File: config.mk
export PLATFORM = sky130hd
export DESIGN_NAME = wb_regfile
export DESIGN_NICKNAME = d
export VERILOG_FILES = /design/src/rtl/wb_regfile.sv
export SDC_FILE = /design/constraint.sdc
export NUM_CORES = 2
export LEC_CHECK = 0
export CORE_UTILIZATION = 40
export DETAILED_ROUTE_END_ITERATION = 10
export PLACE_DENSITY = 0.69
export SLEW_MARGIN = 30
export SYNTH_ARGS = -nofsm -noshare
export SYNTH_HDL_FRONTEND = slang
export SYNTH_HIERARCHICAL = 1
export SYNTH_SLANG_ARGS = --single-unit
File: constraint.sdc
create_clock -name clk -period 4.7 [get_ports clk]
set_input_delay 1.41 -clock clk [delete_from_list [all_inputs] [get_ports clk]]
set_output_delay 1.41 -clock clk [all_outputs]
set_load 0.01 [all_outputs]
File: src/rtl/wb_regfile.sv
// MEM/WB writeback stage and 32x32 register file with same-cycle bypass,
// a commit counter and a sticky per-register written mask.

module wb_regfile_rd_port (
  input  logic [31:0][31:0] regs,
  input  logic [4:0]        addr,
  input  logic              byp_en,
  input  logic [4:0]        byp_addr,
  input  logic [31:0]       byp_data,
  output logic [31:0]       data
);
  // byp_en already excludes index 0, so a zero index always falls to the array/zero path
  always_comb begin
    data = '0;
    if (byp_en && addr == byp_addr) data = byp_data;
    else if (addr != '0)            data = regs[addr];
  end
endmodule

module wb_regfile #(
  // reset value of the commit counter; nonzero only to exercise wrap-around
  parameter logic [31:0] COUNT_RESET = '0,
  parameter int          NUM_RD      = 2
) (
  input  logic        clk,
  input  logic        rst,
  input  logic        RegWrite,
  input  logic        MemToReg,
  input  logic [31:0] MemAddr,
  input  logic [31:0] MemReadData,
  input  logic [4:0]  RdAddr,
  input  logic [4:0]  RsAddr,
  input  logic [4:0]  RtAddr,
  output logic [31:0] RsData,
  output logic [31:0] RtData,
  output logic [31:0] WbData,
  output logic        WbCommit,
  output logic [31:0] CommitCount,
  output logic [31:0] WrittenMask
);
  logic [31:0][31:0]       regs;
  logic [NUM_RD-1:0][4:0]  rd_addr;
  logic [NUM_RD-1:0][31:0] rd_data;

  assign WbData   = MemToReg ? MemReadData : MemAddr;
  assign WbCommit = RegWrite && (RdAddr != '0);

  assign rd_addr = {RtAddr, RsAddr};
  assign RsData  = rd_data[0];
  assign RtData  = rd_data[1];

  for (genvar p = 0; p < NUM_RD; p++) begin : g_rd
    wb_regfile_rd_port u_rd (
      .regs     (regs),
      .addr     (rd_addr[p]),
      .byp_en   (WbCommit),
      .byp_addr (RdAddr),
      .byp_data (WbData),
      .data     (rd_data[p])
    );
  end

  // reset wins over a coincident commit: nothing written, nothing counted
  always_ff @(posedge clk) begin
    if (rst) begin
      regs        <= '0;
      CommitCount <= COUNT_RESET;
      WrittenMask <= '0;
    end else if (WbCommit) begin
      regs[RdAddr]        <= WbData;
      CommitCount         <= CommitCount + 32'd1;
      WrittenMask[RdAddr] <= 1'b1;
    end
  end
endmodule

==> impl_metrics.toml <==
[status]
status = "complete, but fails checks"
failed_checks = "setup timing"

[final_layout]
drive_gt1_share_pct = 28.7
area_delta_synth_final_pct = 28.7
final_nets = 5703
fill_cells = 11300

[sta]
drv_slew = 0
tns_ps = -938
hold_ws_ps = 467
max_freq_ghz = 0.207
finalCriticalPeriod_ps = 4830
worst_pin_slew_ps = 892
maxSlewHeadroom_pct = 40.4
final-hold-violation-count = 0
rsz0062_at_grt = "yes"
setup_slack_ps = -127
finalSetupViolations = 27
period_share_pct = 103
skew_ps = 7.93

[floorplanning]
num_rows = 134
die_h_um = 369
die_x_um = 369
start_util_pct = 40.4
core-area_mm2 = 0.133
fp.dieArea_mm2 = 0.136
ios = 244

[worst_setup_path]
cp-start-kind = "input pin"
crit_buf_inv = 3
worstSetupEndpointType = "primary output"
crit_path_max_incr_delay_ps = 420
critPathKind = "input pin to primary output"
r2r_slack_ps = 2550
cp_max_fo = 15
crit_required_ps = 3290
cpMaxStageDelayCell = "a32o_2"
crit_family = "buffers and inverters"
cp.arrival_ps = 3420
worstPathCellList = "buf_12 -> buf_4 -> mux4_2 -> a22oi_2 -> nand3b_1 -> a32o_2 -> buf_6"

[grt]
grt_pass1_wl_mm = 305
grt_use_met3_pct = 12.0
use_met1_pct = 38.6
antenna_found_initial = 9
grt_use_met2_pct = 43.3
top_usage_layer = "met2"
grt_pass1_vias = 45400
gr-total-overflow = 0
grt_max_degree = 129
grt_usage_pct = 30.0

[placed_design]
pre_cts_ws_ps = -753
hpwl_mm = 135
gp_congestion = 0.962
port_buffers = 243

[synth]
async_flop_share_pct = 0
yosys_warnings = 6
synth_edf_count = 0
seq_area_frac_synth_pct = 40.4
ys_seq_elements = 1088
syn_area_per_cell_um2 = 10.2
ys.flop_type = "dfxtp_1"
synth_cells = 5283
syn_area_mm2 = 0.0539
synthDistinctLibCells = 48
syn_nets = 5367

[drt]
via_per_inst = 6.43
drtAntennaViolNets = 0
drt_iter0_drc = 7073
vias = 48100
finalWirelength_mm = 213
drt_pre_antenna_iters = 9
drt-wirelength-per-cell_um = 28.5
drc = 0

[clocking]
cts-hold-fix-buffers = 0
numCtsBuffers = 109
clk_latency_ps = 720
cts.path.max_buffers = 3
path_clk_slew_ps = 60
clock-sinks = 1088
cts_tree = "done"
cts_htree_levels = 3
root_buffer = "clkbuf_16"

[power]
leakage_uw = 0.0230
ir_worst_vdd_mv = 0.295
power_density_mw_per_mm2 = 315

[hold_path]
hp-class = "flop to flop"

[flow_run]
drv_cap = 0
path summary, 6_finish.rpt:
path                                 startpoint         endpoint  depth (start not counted)
worst max-delay path                  RtAddr[2]       RtData[12]                          7
worst min-delay path            WrittenMask[10]  WrittenMask[10]                          2
worst min register to register  WrittenMask[10]  WrittenMask[10]                          2
worst max register to register   CommitCount[8]  CommitCount[31]                          4
worst min-delay path: stages, from the launching register on:
cell     delay (ps)
dfxtp_1         320
nor2_1           50
nor2_1           70
timing repair:
item | in CTS | in global routing
setup buffers | 61 | 37
pin swaps | 83 | 90
resized for setup | 530 | 175
setup endpoints to repair | 65 | 65
hold endpoints to repair | 0 | 0
gates cloned | 30 | 13
flip-flops by register name (all words and copies together), names as in the netlist:
name and cells:
regs 1024, WrittenMask 32, CommitCount 32
power by group:
group	total, uW	internal, uW	switching (uW)
logic	3190	1340	1850
clock network	9210	5310	3910
registers	9420	9340	85.9
total	21800	16000	5850
Yosys cell counts (7+ instances only):
cell type | number | share of area [%]
nor2_1 | 1098 | 7.7
dfxtp_1 | 1088 | 40
a211oi_1 | 1018 | 14
mux4_2 | 450 | 19
clkbuf_1 | 395 | 2.8
mux2i_1 | 259 | 4.8
buf_2 | 142 | 1.3
nand2_1 | 116 | 0.81
a22oi_1 | 100 | 1.4
buf_1 | 83 | 0.58
nor2b_1 | 68 | 0.79
a32o_1 | 62 | 1.2
o2111ai_1 | 53 | 0.86
nand3_1 | 42 | 0.39
inv_1 | 39 | 0.27
a31oi_1 | 26 | 0.30
a21oi_1 | 25 | 0.23
nand3b_1 | 24 | 0.33
o21ai_0 | 24 | 0.22
buf_6 | 23 | 0.48
or4_1 | 16 | 0.22
buf_4 | 14 | 0.20
xor2_1 | 14 | 0.23
a221oi_1 | 12 | 0.20
o31ai_1 | 12 | 0.17
or3_1 | 11 | 0.13
and2_1 | 8 | 0.093
nand4_1 | 7 | 0.081
nor4_1 | 7 | 0.081
cell families (layout without fill, tap and decap cells):
logic type,after synthesis,after routing,share of synthesized area (%)
and+or+nand+nor,1424,1424,11.0
buffers and inverters,702,1124,5.76
muxes,710,710,23.6
other,0,6,0
DFF,1088,1088,40.4
xor gates and xnor gates,17,17,0.276
AOI/OAI and AO/OA,1341,1341,18.9
adders and majority gates,1,1,0.0232
layout by cell type, fill, tap and decap left out, types with 15 or more instances in the layout:
master and count:
dfxtp_1 1088, nor2_1 1063, a211oi_1 998, mux4_2 450, buf_4 354, mux2i_1 193
buf_12 169, clkdlybuf4s50_1 162, clkbuf_16 121, nand2_1 114, buf_6 71, nor2b_1 59
buf_2 55, a22oi_2 51, a22oi_1 49, a32o_1 46, buf_16 42, inv_1 38
mux2i_4 35, mux2i_2 31, nor2_4 29, o2111ai_2 28, nand3_1 28, clkbuf_1 26
clkbuf_8 26, a21oi_1 24, nand3b_1 24, o2111ai_1 22, o21ai_0 17, a211oi_2 17
clkinv_2 16, a32o_2 16, buf_8 15
per-layer routing:
layer	routed length [um]	vias to the layer above	part of all wire, %
met5	198	-	0.093
met4	10800	8	5.1
met3	31500	708	15
met2	90200	3160	42
met1	80400	23600	38
li1	-	20700	-
stage by stage:
step                      instances  cell area [um2]  power (uW)  util (%)
after global placement         7160            62100       12400      46.6
after CTS                      7445            68200       21600      51.1
final                          7479            69300       21800      51.9
after global routing           7473            69300       22300      51.9
after detailed placement       7160            62100       12400      46.6
after floorplan                5283            53900       11000         -
area by class of cell:
type	count	area, um2	share of cell area, %
Inverter	39	149	0.215
Multi-Input combinational cell	3493	30900	44.5
Tap cell	1768	2210	3.19
Antenna cell	6	15.0	0.0217
Sequential cell	1088	21800	31.4
Timing Repair Buffer	888	10500	15.2
Clock buffer	161	3180	4.59
Clock inverter	36	573	0.827
Power figures use the tool's default switching activity.
